`config.mk`:
```
export PLATFORM = sky130hd
export DESIGN_NAME = mem_stage
export DESIGN_NICKNAME = d
export VERILOG_FILES = /design/src/rtl/mem_stage_pkg.sv /design/src/rtl/mem_load_ext.sv /design/src/rtl/mem_stage.sv
export SDC_FILE = /design/constraint.sdc
export NUM_CORES = 1
export LEC_CHECK = 0
export BUFFER_PORTS_ARGS = -buffer_cell sky130_fd_sc_hd__buf_4
export CAP_MARGIN = 25
export CORE_MARGIN = 8
export CORE_UTILIZATION = 50
export CTS_CLUSTER_SIZE = 14
export DETAILED_ROUTE_END_ITERATION = 7
export MAX_ROUTING_LAYER = met4
export PLACE_DENSITY = 0.94
export SLEW_MARGIN = 10
export SYNTH_ARGS = -nofsm -noshare
export SYNTH_HDL_FRONTEND = slang
export SYNTH_SLANG_ARGS = --single-unit
```
`constraint.sdc`:
```
create_clock -name clk_in -period 7.4 [get_ports clk_in]
set_clock_uncertainty 0.2 [all_clocks]
set_input_delay 1.48 -clock clk_in [delete_from_list [all_inputs] [get_ports clk_in]]
set_output_delay 1.48 -clock clk_in [all_outputs]
set_load 0.01 [all_outputs]
```
`src/rtl/mem_stage_pkg.sv`:
```
// -----------------------------------------------------------------------------
// mem_stage_pkg
// Shared definitions for the RV32I memory-access stage: inst_type constants,
// FSM state encoding, reset constants for the write-back outputs and the
// access-size decode (returns the index of the last byte, i.e. size-1).
// -----------------------------------------------------------------------------
package mem_stage_pkg;

  localparam int TYPE_W_C = 6;

  localparam logic [5:0] NOP = 6'd0;
  localparam logic [5:0] LB  = 6'd1;
  localparam logic [5:0] LH  = 6'd2;
  localparam logic [5:0] LW  = 6'd3;
  localparam logic [5:0] LBU = 6'd4;
  localparam logic [5:0] LHU = 6'd5;
  localparam logic [5:0] SB  = 6'd6;
  localparam logic [5:0] SH  = 6'd7;
  localparam logic [5:0] SW  = 6'd8;

  localparam logic [31:0] ZeroWord    = 32'h0000_0000;
  localparam logic [4:0]  NOPRegAdder = 5'h00;

  typedef enum logic [1:0] {
    ST_IDLE   = 2'd0,
    ST_ACCESS = 2'd1,
    ST_DONE   = 2'd2
  } mem_state_e;

  // Index of the final byte of an access: 0 for byte, 1 for half, 3 for word.
  function automatic logic [1:0] last_idx(input logic [5:0] inst_type);
    case (inst_type)
      LB, LBU, SB: last_idx = 2'd0;
      LH, LHU, SH: last_idx = 2'd1;
      LW, SW:      last_idx = 2'd3;
      default:     last_idx = 2'd0;
    endcase
  endfunction

endpackage

```
`src/rtl/mem_load_ext.sv`:
```
// -----------------------------------------------------------------------------
// mem_load_ext
// Combinational sign/zero extender for assembled load data.
// Ports:
//   inst_type  in  6   load type (LB/LBU/LH/LHU sign/zero extend, others pass)
//   word       in  32  little-endian assembled value, byte 0 in [7:0]
//   result     out 32  extended write-back value
// -----------------------------------------------------------------------------
module mem_load_ext
  import mem_stage_pkg::*;
(
  input  logic [5:0]  inst_type,
  input  logic [31:0] word,
  output logic [31:0] result
);

  // Pick the extension rule from load width and signedness
  always_comb begin
    result = word;
    case (inst_type)
      LB:      result = {{24{word[7]}}, word[7:0]};
      LBU:     result = {24'h00_0000, word[7:0]};
      LH:      result = {{16{word[15]}}, word[15:0]};
      LHU:     result = {16'h0000, word[15:0]};
      default: result = word;
    endcase
  end

endmodule

```
`src/rtl/mem_stage.sv`:
```
// -----------------------------------------------------------------------------
// mem_stage
// Memory-access stage of the 5-stage RV32I pipeline. Non-memory instructions
// pass straight through; loads/stores are serialised into byte transfers on
// the memory-controller port (little-endian) while stall_req_out is held.
// Optional build macro: MEM_MISALIGN_CHK_EN (adds misalign_out and skips the
// memory traffic for misaligned halfword/word accesses).
// Ports:
//   clk_in, rst_in (async active-low), rdy_in (low freezes all state)
//   stall_in[4]           MEM/WB held: keeps DONE stable
//   rd_in/rd_val_in/rd_addr_in/inst_type_in/load_in/store_in/mem_addr_in/
//   mem_val_in            from EX/MEM
//   rd_out/rd_val_out/rd_addr_out   to MEM/WB
//   stall_req_out         stall request to the pipeline controller
//   mctl_req_out/mctl_we_out/mctl_addr_out/mctl_data_out   byte request
//   mctl_data_in/mctl_ack_in        byte completion from the controller
//   misalign_out          (macro only) misaligned access flag in DONE
// -----------------------------------------------------------------------------
module mem_stage
  import mem_stage_pkg::*;
#(
  parameter int ADDR_W = 32,
  parameter int DATA_W = 32,
  parameter int TYPE_W = 6
) (
  input  logic              clk_in,
  input  logic              rst_in,
  input  logic              rdy_in,
  input  logic [5:0]        stall_in,
  input  logic              rd_in,
  input  logic [DATA_W-1:0] rd_val_in,
  input  logic [4:0]        rd_addr_in,
  input  logic [TYPE_W-1:0] inst_type_in,
  input  logic              load_in,
  input  logic              store_in,
  input  logic [ADDR_W-1:0] mem_addr_in,
  input  logic [DATA_W-1:0] mem_val_in,
  output logic              rd_out,
  output logic [DATA_W-1:0] rd_val_out,
  output logic [4:0]        rd_addr_out,
  output logic              stall_req_out,
  output logic              mctl_req_out,
  output logic              mctl_we_out,
  output logic [ADDR_W-1:0] mctl_addr_out,
  output logic [7:0]        mctl_data_out,
  input  logic [7:0]        mctl_data_in,
  input  logic              mctl_ack_in
`ifdef MEM_MISALIGN_CHK_EN
  ,
  output logic              misalign_out
`endif
);

  mem_state_e        state_r, state_s;
  logic [1:0]        idx_r;
  logic [23:0]       buf_r;
  logic [31:0]       res_r;
  logic [31:0]       word_s;
  logic [31:0]       ext_s;
  logic [1:0]        last_s;
  logic              mem_op_s;
  logic              is_load_s;
  logic              mis_s;
  logic              mis_done_s;
  logic              unused_stall_s;

  assign mem_op_s       = load_in | store_in;
  // Load and store both set is a store.
  assign is_load_s      = load_in & ~store_in;
  assign last_s         = last_idx(inst_type_in);
  assign unused_stall_s = ^{stall_in[5], stall_in[3:0]};

`ifdef MEM_MISALIGN_CHK_EN
  logic mis_r;
  assign mis_s = mem_op_s &
                 (((last_s == 2'd1) && mem_addr_in[0]) ||
                  ((last_s == 2'd3) && (mem_addr_in[1:0] != 2'b00)));
  assign mis_done_s   = mis_r;
  assign misalign_out = (state_r == ST_DONE) & mis_r;

  // Remember whether the access entering DONE was rejected as misaligned
  always_ff @(posedge clk_in or negedge rst_in) begin
    if (!rst_in) begin
      mis_r <= 1'b0;
    end else if (rdy_in && (state_r == ST_IDLE)) begin
      mis_r <= mis_s;
    end else begin
      mis_r <= mis_r;
    end
  end
`else
  assign mis_s      = 1'b0;
  assign mis_done_s = 1'b0;
`endif

  // Full word as it will stand once the byte currently on mctl_data_in lands
  always_comb begin
    word_s = {8'h00, buf_r};
    case (idx_r)
      2'd0:    word_s[7:0]   = mctl_data_in;
      2'd1:    word_s[15:8]  = mctl_data_in;
      2'd2:    word_s[23:16] = mctl_data_in;
      2'd3:    word_s[31:24] = mctl_data_in;
      default: word_s = {8'h00, buf_r};
    endcase
  end

  mem_load_ext u_ext (
    .inst_type (inst_type_in),
    .word      (res_r),
    .result    (ext_s)
  );

  // Next-state logic
  always_comb begin
    state_s = state_r;
    case (state_r)
      ST_IDLE: begin
        if (mem_op_s) begin
          state_s = mis_s ? ST_DONE : ST_ACCESS;
        end else begin
          state_s = ST_IDLE;
        end
      end
      ST_ACCESS: begin
        if (mctl_ack_in && (idx_r == last_s)) begin
          state_s = ST_DONE;
        end else begin
          state_s = ST_ACCESS;
        end
      end
      ST_DONE: begin
        if (!stall_in[4]) begin
          state_s = ST_IDLE;
        end else begin
          state_s = ST_DONE;
        end
      end
      default: state_s = ST_IDLE;
    endcase
  end

  // State, byte counter, upper-byte buffer and registered load result
  always_ff @(posedge clk_in or negedge rst_in) begin
    if (!rst_in) begin
      state_r <= ST_IDLE;
      idx_r   <= 2'd0;
      buf_r   <= 24'h00_0000;
      res_r   <= 32'h0000_0000;
    end else if (rdy_in) begin
      state_r <= state_s;
      case (state_r)
        ST_IDLE: idx_r <= 2'd0;
        ST_ACCESS: begin
          if (mctl_ack_in) begin
            idx_r <= idx_r + 2'd1;
            if (is_load_s) begin
              case (idx_r)
                2'd0:    buf_r[7:0]   <= mctl_data_in;
                2'd1:    buf_r[15:8]  <= mctl_data_in;
                2'd2:    buf_r[23:16] <= mctl_data_in;
                default: buf_r        <= buf_r;
              endcase
              // The final byte goes straight into the result register.
              if (idx_r == last_s) begin
                res_r <= word_s;
              end
            end
          end
        end
        default: idx_r <= idx_r;
      endcase
    end
  end

  // Output decode; everything is forced quiet while reset is asserted
  always_comb begin
    rd_out        = 1'b0;
    rd_val_out    = ZeroWord;
    rd_addr_out   = NOPRegAdder;
    stall_req_out = 1'b0;
    mctl_req_out  = 1'b0;
    mctl_we_out   = 1'b0;
    mctl_addr_out = {ADDR_W{1'b0}};
    mctl_data_out = 8'h00;
    if (rst_in) begin
      rd_addr_out = rd_addr_in;
      rd_val_out  = rd_val_in;
      case (state_r)
        ST_IDLE: begin
          if (mem_op_s) begin
            stall_req_out = 1'b1;
          end else begin
            rd_out = rd_in;
          end
        end
        ST_ACCESS: begin
          stall_req_out = 1'b1;
          mctl_req_out  = 1'b1;
          mctl_we_out   = store_in;
          mctl_addr_out = mem_addr_in + {{(ADDR_W-2){1'b0}}, idx_r};
          case (idx_r)
            2'd0:    mctl_data_out = mem_val_in[7:0];
            2'd1:    mctl_data_out = mem_val_in[15:8];
            2'd2:    mctl_data_out = mem_val_in[23:16];
            2'd3:    mctl_data_out = mem_val_in[31:24];
            default: mctl_data_out = 8'h00;
          endcase
        end
        ST_DONE: begin
          if (is_load_s && !mis_done_s) begin
            rd_out     = rd_in;
            rd_val_out = ext_s;
          end else begin
            rd_out = 1'b0;
          end
        end
        default: rd_out = 1'b0;
      endcase
    end else begin
      rd_out = 1'b0;
    end
  end

endmodule
```
---- Word level (Yosys, flattened, before mapping) ----
Memory sizes are Yosys's and may differ from the RTL's.
Index checks and enable logic that the tools add are counted.
cells by class
  bitwise logic cells ..................... 3
  mux-type cells .......................... 32
  reduce and logical (&&, ||, !) cells .... 8
  $add $sub $neg .......................... 2
  eq/ne operators ......................... 11
operator list
  kind                   number
  $mux W32               5
  $pmux W32 S4           1
  $mux W8                6
  $add A32 B2 Y32        1
  $pmux W8 S4            1
  $eq A6 B3 Y1 const B   2
  $mux W1                10
  $mux W2                4
  $eq A2 B2 Y1 const B   3
  $eq A6 B1 Y1 const B   1
  $eq A6 B2 Y1 const B   1
  $logic_not A2 Y1       3
  $pmux W2 S3            1
  $mux W5                1
  $reduce_and A5 Y1      1
  $eq A2 B1 Y1 const B   2
  $pmux W1 S2            2
  $pmux W2 S2            1
  $reduce_and A4 Y1      1
  $reduce_and A3 Y1      1
  $add A2 B1 Y2 const B  1
  $eq A2 B2 Y1           1
  $ne A2 B2 Y1 const B   1
  $reduce_bool A2 Y1     1
  4 further kinds        4
word-level totals
  register bits ........................... 60
  output and inout port bits .............. 81
  memory bits (read-only) ................. 32
  memories ................................ 1
  word-level logic and storage cells ...... 61
  input port bits ......................... 128
memory list
  name             words  bits a word  rd ports  clocked after Yosys merged registers in  wr ports  line                 RTL
  (no name shown)  16     2            1         0                                        0         mem_stage_pkg.sv:32  case (inst_type)

---- Depth between registers and ports, before layout ----
Gate-level depths: netlist of run 1.
  word-level depth ........................ 6
  depth in mapped cells ................... 8

---- Modules after synthesis ----
From an unflattened synthesis of run 1, not the netlist that was laid out.
second synthesis, totals
  cells, all modules ...................... 541
  area total of the unflattened synthesis .. 4,897.2 um^2
modules (own cells, without submodules)
  module        area an instance (um^2)  cells each  instances  seq. area each (um^2)
  mem_stage     4,466.8                  485         1          1,501.4
  mem_load_ext  430.4                    56          1          0.0

---- Least setup slack after synthesis of run 1 ----
OpenSTA, ideal clock, no wires.
  path kind ............................... input to output
  from .................................... input port mem_addr_in[0]
  to ...................................... output port mctl_addr_out[18]
  path buffers ............................ 0
  path slack .............................. 2.446 ns
  arrival ................................. 3.274 ns
  required time ........................... 5.720 ns
  stages on the path ...................... 7
  cell sequence ........................... ha_1 > fa_1 > nand3_1 > nor4_1 > nand4_1 > xor2_1 > nor2_1
between the ends
  longest elaborated chain between the ends .. 3
ends and longest elaborated chain
  element             line              RTL
  start: declaration  mem_stage.sv:36   input logic [ADDR_W-1:0] mem_addr_in,
  $add A32 B2 Y32     mem_stage.sv:201  mctl_addr_out = mem_addr_in + {{(ADDR_W-2){1'b0}}, idx_r};
  $mux W32            mem_stage.sv:189  case (state_r)
  $mux W32            mem_stage.sv:186  if (rst_in) begin
  end: declaration    mem_stage.sv:44   output logic [ADDR_W-1:0] mctl_addr_out,
Every way passes these cells.

---- Worst setup path after layout of run 1 ----
  from .................................... input port store_in
  to ...................................... output port rd_val_out[14]
between the ends
  longest elaborated chain between the ends .. 5
ends and longest elaborated chain
  element             line              RTL
  start: declaration  mem_stage.sv:35   input logic store_in,
  $not A1 Y1          mem_stage.sv:69   assign is_load_s = load_in & ~store_in;
  $and A1 B1 Y1       mem_stage.sv:69
  $mux W32            mem_stage.sv:211  if (is_load_s && !mis_done_s) begin
  $mux W32            mem_stage.sv:189
  $mux W32            mem_stage.sv:186
  end: declaration    mem_stage.sv:39   output logic [DATA_W-1:0] rd_val_out,
Every way passes these cells.

==> results.md, run 1 <==
- I/O pins: between 200 and 250
- Cell taking the most area after synthesis: dfrtp_1
- Max-slew violation count: 0
- DR iter-0 viols: approximately 500
- DPL Wire Length: around 11 mm
- Sequential share of the synthesized area: between 30% and 40%
- Global-route wire length before repair: about 24 mm
- Worst setup path startpoint: store_in
- Period utilisation layout: approximately three quarters
- Most frequent cells in the layout: 207 x buf_4, 60 x dfrtp_1, 58 x nand2_1, 56 x nor2_1, 50 x mux2_2
- Final net count: just over 800
- Max stage delay on crit path: 910 ps
- Core Region: about 0.0091 mm²
- Yosys reg bits: 60
- Synth warn: 0
- Commonest non-fill, non-tap cell in the layout: buf_4
- Ys async rst share: between 90% and 100%
- Final wirelength: 15.4 mm
- Layout cell share with drive strength beyond 1: between 40% and 50%
- Inserted Diodes: 0
- Number of synthesized flops with an enable pin: 0
- Mean area per synthesized cell: ~9.2 µm²
- Slowest CP cell: a31oi_1
- Critical path fanouts, max: 25
- Gr ovfl total: 0
- RSZ-0062 raised after global routing: false
- CP Launch Type: primary input
- Worst r2r src: idx_r[1]
- Reg2Reg Capture Point: res_r[9]
- I/O Buffers: roughly 200
- Post-CTS setup buffer count: 0
- Routed Antenna Nets: 0
- Post_cts resized: 0
- Crit path DAT: between 3000 and 4000 ps
- Width of the die: around 110 µm
- Die Height: roughly 110 µm
- Fmax: between 0.15 and 0.2 GHz
- Power Total: 1.60 mW
- Normalized max-slew margin: 32.6%
- Vias: 4719
- Worst Setup End Kind: output pin
- Worst Setup Slack post-DPL: 1870 ps
- Yosys cell types: 50
- Yosys top cell area share: ~33%
- Lkg Pwr: approximately 3.1 nW
- Worst Path Required: 5720 ps
- CTS tree: done
- Primary FF master, synth: dfrtp_1
- DRT Pass-1 Iters: 7
- Initial Util: approximately half
- CTS sink cnt: 60
- Vias in the first global route: about 4800
- Vias per Instance: between 5 and 6
- Post-Synthesis Cells: roughly 500
- All-Layer GR Usage: 24.4%
- Max cap viols: 0
- Crit-path cells: buf_4, nor2_1, nand3_1, a31oi_1, a21oi_1, buf_4
- Status: complete, no violations
- R2R Setup Slk: approximately 4700 ps
- Root Buffer: clkbuf_8
- Post-route setup slack: between 1500 and 2000 ps
- Setup_tns: 0 ps
- Max Buffers Root-to-Sink: 2
- Worst Reg-to-Reg Cells: 5
- Dominant cells by area after synthesis: dfrtp_1 33%, mux2_2 12%, mux2_4 6.8%, nand2_1 4.7%, nor2_1 4.6%
- Area of the mapped netlist: ~0.0046 mm²
- TritonCTS Buffers: 9
- Final min period: approximately 5500 ps
- Crit Path Class: primary input to output pin
- Worst setup path endpoint: rd_val_out[14]
- VDD IR max: between 0.00015 and 0.0002 V
- Area growth, synth to finish: 37.9%
- Largest net degree at the start of global routing: 64
- Row count: 35
- WL/cell: between 15 and 20 µm
- Hold Vio Cnt, Final: 0
- PwrDens: ~250 mW/mm²
- Worst Hold Class: register to register
- Worst-path clk slew: 70 ps
- Hold_buf cts: 0
- Most used cell, CP: buf_4
- Final setup fails: 0
- Syn nets: 636
- GPL Wtd Cong: approximately 0.9
- Worst Tran Pin Value: 1010 ps
- Initial antenna violation count: 0
- Die area: approximately 0.013 mm²
- DRC: 0
- Worst skew pair latency: around 360 ps
- Max H-tree Level: 3
-- Yosys cell counts, drive strengths merged, types with 6 or more instances --
master and n:
mux2 71, a21boi 24, nand4 11, a22o 8, clkbuf 23, a21oi 19, nand3 16, nor2 56
xor2 23, and2 8, o221ai 16, nand2 59, o21ai 15, dfrtp 60, a222oi 8, buf 11
ha 6, xnor2 7, and3 12, inv 9
-- worst min-delay path by stage --
stage               cells past startpoint  slack [ps]      start   endpoint
finish                                  1         310   buf_r[5]   buf_r[5]
global route                            1         320   buf_r[9]   buf_r[9]
CTS                                     1         310  buf_r[12]  buf_r[12]
detailed placement                      1         290  buf_r[12]  buf_r[12]
global placement                        1         280   buf_r[8]   buf_r[8]
floorplan                               1         270  res_r[24]  res_r[24]
-- cells by family after synthesis --
logic type	after synthesis	synth area share [%]
AO/OA/AOI/OAI	98	15.3
XOR/XNOR	30	5.70
adder cells (fa/ha/maj)	7	2.06
buffers and inverters	43	4.21
flip-flops	60	32.6
multiplexers	74	19.7
AND/OR/NAND/NOR	189	20.4
-- registers in the layout (all words and copies together) (netlist names) --
signal and count:
res_r 32, buf_r 24, state_r 2, idx_r 2
-- where the power goes --
group	internal, mW	total [mW]	leakage [nW]	switching, mW
Clock	0.164	0.306	0.0983	0.142
Sequential	0.444	0.532	0.799	0.0880
Combinational	0.398	0.763	2.24	0.365
Total	1.01	1.60	3.14	0.595
-- routing by layer --
layer  vias to the layer above  share of wire, %  GRT usage [%]
li1                       2183                 -              -
met1                      2257                39           26.5
met2                       252                51           42.3
met3                        27               7.8           6.06
met4                         0               2.2           8.99
met5                         -                 0              -
-- worst max-delay path, delay by kind of cell --
kind | cells | cell delay (ps)
compound gates | 2 | 1090
simple gates | 2 | 880
buf+inv | 2 | 330
-- area by class of cell --
class / instances / area, µm²
inverter: 9 / 33.8
multi-input combinational: 398 / 2910
fill: 647 / 2760
sequential: 60 / 1500
clock inverter: 6 / 63.8
clock buffer: 10 / 138
tap: 111 / 139
timing repair buffer: 208 / 1560
-- stage by stage --
stage               std cells  hold WS, ps  utilization [%]  cell area [µm²]
floorplan                 501          273                -             4610
global placement          784          283             67.3             6130
detailed placement        785          293             67.4             6140
CTS                       801          307             69.6             6340
global route              802          319             69.7             6350
finish                    802          305             69.7             6350
Power figures use the tool's default switching activity.
==> inputs of run 2 (changes only) <==
--- a/config.mk
+++ b/config.mk
@@ -8,11 +8,11 @@
 export BUFFER_PORTS_ARGS = -buffer_cell sky130_fd_sc_hd__buf_4
 export CAP_MARGIN = 25
 export CORE_MARGIN = 8
-export CORE_UTILIZATION = 50
+export CORE_UTILIZATION = 44
 export CTS_CLUSTER_SIZE = 14
 export DETAILED_ROUTE_END_ITERATION = 7
 export MAX_ROUTING_LAYER = met4
-export PLACE_DENSITY = 0.94
+export PLACE_DENSITY = 0.89
 export SLEW_MARGIN = 10
 export SYNTH_ARGS = -nofsm -noshare
 export SYNTH_HDL_FRONTEND = slang
==> constraint.sdc (replaced) <==
create_clock -name clk_in -period 4.67 [get_ports clk_in]
set_clock_uncertainty 0.2 [all_clocks]
set_input_delay 0.934 -clock clk_in [delete_from_list [all_inputs] [get_ports clk_in]]
set_output_delay 0.934 -clock clk_in [all_outputs]
set_load 0.01 [all_outputs]
==> run 2 against run 1 <==
Sequential share of layout area shrank 0.42 points; design area grew 1.8%; register-to-register slack lost 2700 ps; clock power grew 79%; critical path depth grew 4; largest power group unchanged; total power grew 63%; count of clock-buffer cells in the layout grew 1; first-iteration DRC count grew 3.8%; critical path type unchanged.
==> results.md, run 2 (synthesis results as in run 1) <==
- CP Launch Type: primary input
- Commonest non-fill, non-tap cell in the layout: buf_4
- DPL Wire Length: ~12 mm
- Worst Tran Pin Value: between 800 and 900 ps
- VDD IR max: between 0.0002 and 0.0003 V
- Hold Vio Cnt, Final: 0
- Worst Hold Class: register to register
- Post-route setup slack: roughly 710 ps
- Crit-path cells: buf_4, ha_1, fa_1, nand3_1, nor4_1, buf_4, nand4_1, xnor2_1, nor2_1, buf_4
- Max cap viols: 0
- Most frequent cells in the layout: 213 x buf_4, 60 x dfrtp_1, 58 x nand2_1, 56 x nor2_1, 50 x mux2_2
- Hold path cells: 1
- Max H-tree Level: 3
- Vias: 4725
- I/O Buffers: approximately 200
- Layout cell share with drive strength beyond 1: about 44%
- Critical path fanouts, max: 8
- Worst skew pair latency: around 340 ps
- Max stage delay on crit path: about 360 ps
- Slowest CP cell: nor4_1
- Fmax: 0.253 GHz
- Final net count: between 800 and 900
- Core Region: 0.0102 mm²
- Inserted Diodes: 0
- Post-CTS setup buffer count: 0
- Status: complete, no violations
- Largest net degree at the start of global routing: 40
- Final setup fails: 0
- Initial antenna violation count: 0
- Lkg Pwr: approximately 3.2 nW
- Worst Setup Slack post-DPL: slightly above 700 ps
- Fin util: ~63%
- Max Buffers Root-to-Sink: 2
- Post_cts resized: 0
- TritonCTS Buffers: 9
- Vias per Instance: 5.67
- RSZ-0062 raised after global routing: false
- CTS sink cnt: 60
- Worst Setup End Kind: output pin
- Die Height: roughly 120 µm
- Vias in the first global route: 5027
- DRT Pass-1 Iters: 7
- Max reg flops: 32
- I/O pins: about 210
- DRC: 0
- CTS tree: done
- Root Buffer: clkbuf_8
- Period utilisation layout: 84.8%
- Hold_buf cts: 0
- Final min period: about 4000 ps
- GPL Wtd Cong: approximately 1
- Crit path DAT: 2830 ps
- # fillers: 785
- Worst Reg-to-Reg Cells: 5
- Normalized max-slew margin: a little under half
- Row count: 37
- Final wirelength: between 15 and 20 mm
- Routed Antenna Nets: 0
- Worst-path clk slew: ~70 ps
- Worst Path Required: 3540 ps
- Global-route wire length before repair: about 25 mm
- WL/cell: between 15 and 20 µm
- Setup_tns: 0 ps
- Width of the die: around 120 µm
- Die area: ~0.014 mm²
- PwrDens: between 400 and 500 mW/mm²
- Gr ovfl total: 0
- Largest regs: res_r (32), buf_r (24)
- Most used cell, CP: buf_4
- DR iter-0 viols: 521
- All-Layer GR Usage: a little over a fifth
- Initial Util: roughly 45%
- Max-slew violation count: 0
- Area growth, synth to finish: 40.4%
- Biggest register: res_r
- Crit Path Class: primary input to output pin
run 2: layer usage:
metal / up-vias / wire, µm / part of all wire, % / GRT usage, %
met5: - / 0 / 0 / -
met4: 0 / 496 / 3.2 / 9.13
met3: 43 / 1210 / 7.8 / 5.09
met2: 241 / 7610 / 49 / 37.3
met1: 2242 / 6170 / 40 / 24.2
li1: 2199 / - / - / -
run 2: final cells by class:
class	instances	area, µm²	share of cell area, %
Clock inverter	5	83.8	1.30
Clock buffer	11	151	2.34
Inverter	9	33.8	0.522
Sequential cell	60	1500	23.2
Timing Repair Buffer	214	1610	25.0
Tap cell	136	170	2.63
Multi-Input combinational cell	398	2910	45.0
run 2: path summary, 6_finish.rpt:
kind,start,end,slack [ps]
max,mem_addr_in[0],mctl_addr_out[30],710
min,buf_r[19],buf_r[19],300
max reg2reg,idx_r[1],res_r[19],1970
min reg2reg,buf_r[19],buf_r[19],300
max in group asynchronous,rst_in,res_r[31],3220
min in group asynchronous,rst_in,buf_r[0],330
run 2: stage by stage:
step | instance area [µm²] | instances | total power, mW | hold slack, ps
after global placement | 6220 | 816 | 1.98 | 283
after global routing | 6470 | 833 | 2.76 | 318
after detailed placement | 6220 | 816 | 2.04 | 290
after floorplan | 4610 | 501 | 1.59 | 273
after CTS | 6450 | 832 | 2.59 | 307
final | 6470 | 833 | 2.61 | 304
run 2: critical path: cells and delay by family:
family | cells | cell delay (ps)
simple gates | 4 | 750
buf+inv | 3 | 460
fa+ha+maj | 2 | 400
xor+xnor | 1 | 280
run 2: power by group:
part / internal (mW) / switching, mW / leakage, nW / total, mW
sequential: 0.703 / 0.140 / 0.799 / 0.843
clock: 0.330 / 0.217 / 0.112 / 0.548
combinational: 0.645 / 0.571 / 2.27 / 1.22
==> inputs of run 3 (changes only) <==
--- a/config.mk
+++ b/config.mk
@@ -8,11 +8,11 @@
 export BUFFER_PORTS_ARGS = -buffer_cell sky130_fd_sc_hd__buf_4
 export CAP_MARGIN = 25
 export CORE_MARGIN = 8
-export CORE_UTILIZATION = 44
+export CORE_UTILIZATION = 48
 export CTS_CLUSTER_SIZE = 14
 export DETAILED_ROUTE_END_ITERATION = 7
 export MAX_ROUTING_LAYER = met4
-export PLACE_DENSITY = 0.89
+export PLACE_DENSITY = 0.92
 export SLEW_MARGIN = 10
 export SYNTH_ARGS = -nofsm -noshare
 export SYNTH_HDL_FRONTEND = slang
==> constraint.sdc (replaced) <==
create_clock -name clk_in -period 4 [get_ports clk_in]
set_clock_uncertainty 0.2 [all_clocks]
set_input_delay 0.8 -clock clk_in [delete_from_list [all_inputs] [get_ports clk_in]]
set_output_delay 0.8 -clock clk_in [all_outputs]
set_load 0.01 [all_outputs]
==> run 3 against run 2 <==
Utilization grew 5.9 points; critical path depth shrank 1; design area shrank 0.85%; count of clock-buffer cells in the layout grew 2; non-clock buffer count is the same; combinational power grew 16%; clock power shrank 3%; global-route usage grew 1.9 points; sequential cell count is the same; sequential share of layout area grew 0.20 points; wire length shrank 0.85%; largest cell class unchanged; highest routed layer unchanged.
==> results.md, run 3 (synthesis results as in run 1) <==
- CTS sink cnt: 60
- Vias: ~4600
- Worst Tran Pin Value: between 700 and 800 ps
- CP Launch Type: register
- DR iter-0 viols: just over 400
- Max stage delay on crit path: just under 500 ps
- Period utilisation layout: around nine tenths
- CTS tree: done
- Critical path fanouts, max: 9
- Root Buffer: clkbuf_8
- Final wirelength: 15.4 mm
- Normalized max-slew margin: between 40% and 50%
- Max-slew violation count: 0
- Register area: around 0.0015 mm²
- Initial Util: 49.6%
- Max Buffers Root-to-Sink: 2
- Layout cell share with drive strength beyond 1: 43.5%
- DPL Wire Length: 11.8 mm
- Row count: 35
- RSZ-0062 raised after global routing: false
- # fillers: 678
- Hold Vio Cnt, Final: 0
- Die area: about 0.013 mm²
- TritonCTS Buffers: 9
- DRT Pass-1 Iters: 5
- Area of the multi-input gates: between 0.002 and 0.003 mm²
- Width of the die: between 100 and 150 µm
- Area growth, synth to finish: 39.2%
- Biggest register: res_r
- Worst Path Required: ~3000 ps
- Global-route wire length before repair: about 24 mm
- Most frequent cells in the layout: 213 x buf_4, 60 x dfrtp_1, 58 x nand2_1, 56 x nor2_1, 50 x mux2_2
- Crit-path cells: ha_1, fa_1, nand3_1, nor4_1, buf_4, nand3_1, xor2_1, nor2_1, buf_4
- Commonest non-fill, non-tap cell in the layout: buf_4
- Final net count: between 800 and 900
- I/O Buffers: 203
- Max cap viols: 0
- Vias in the first global route: approximately 5000
- Core Region: roughly 0.0093 mm²
- Final setup fails: 0
- I/O pins: 209
- Worst skew pair latency: 350 ps
- Crit path DAT: between 2000 and 3000 ps
- Routed Antenna Nets: 0
- DRC: 0
- Fmax: between 0.2 and 0.3 GHz
- Max H-tree Level: 3
- Post-route setup slack: around 450 ps
- Largest regs: res_r (32), buf_r (24)
- Post_cts resized: 0
- Worst-path clk slew: 60 ps
- Gr ovfl total: 0
- Die Height: ~110 µm
- WL/cell: approximately 19 µm
- All-Layer GR Usage: around a quarter
- Worst Hold Class: register to register
- Worst Setup End Kind: output pin
- Inserted Diodes: 0
- Lkg Pwr: about 3.2 nW
- Status: complete, no violations
- PwrDens: 457 mW/mm²
- Post-CTS setup buffer count: 0
- VDD IR max: slightly above 0.0003 V
- Fin util: slightly below 70%
- Worst Setup Slack post-DPL: 476 ps
- Initial antenna violation count: 0
- Crit Path Class: register to output pin
- Max reg flops: 32
- Largest net degree at the start of global routing: 100
- Final min period: ~3600 ps
- Hold_buf cts: 0
- Setup_tns: 0 ps
- Slowest CP cell: dfrtp_1
- Vias per Instance: between 5 and 6
- GPL Wtd Cong: 0.923
-- run 3: per-layer routing --
layer / vias to the layer above / track usage (%) / part of all wire [%]
li1: 2189 / - / -
met1: 2209 / 26.2 / 38
met2: 221 / 41.9 / 51
met3: 30 / 5.12 / 9.1
met4: 0 / 7.99 / 2.2
met5: - / - / 0
-- run 3: cell type report --
cell class	instances	area share (%)
multi-input combinational	398	45.4
sequential	60	23.4
clock buffer	13	2.32
tap	129	2.52
clock inverter	2	0.546
inverter	9	0.527
timing repair buffer	214	25.3
-- run 3: final timing paths --
path	cells past startpoint	start	slack [ps]	endpoint
worst max-delay path	9	idx_r[0]	450	mctl_addr_out[22]
worst min-delay path	1	buf_r[17]	300	buf_r[17]
worst max register to register	5	idx_r[1]	1290	res_r[22]
worst min register to register	1	buf_r[17]	300	buf_r[17]
max in group asynchronous	2	rst_in	2940	res_r[9]
min in group asynchronous	2	rst_in	320	buf_r[17]
-- run 3: worst max-delay path: cells and delay by family, from the launching register on --
family	cells	cell delay, ps
DFF	1	490
buffers and inverters	2	350
xor gates and xnor gates	1	150
adders and majority gates	2	480
and+or+nand+nor	4	740
-- run 3: where the power goes --
group | internal [mW] | leakage, nW | total, mW | switching [mW]
clock | 0.301 | 0.0935 | 0.531 | 0.230
combinational | 0.744 | 2.27 | 1.41 | 0.670
sequential | 0.821 | 0.799 | 0.984 | 0.163
-- run 3: metrics by stage --
stage	power (mW)	instance area [µm²]	hold slack, ps	std cells
final	2.93	6410	303	825
after global routing	3.11	6410	319	825
after CTS	2.94	6410	305	825
after detailed placement	2.40	6230	290	810
after global placement	2.32	6230	283	810
after floorplan	1.86	4610	273	501
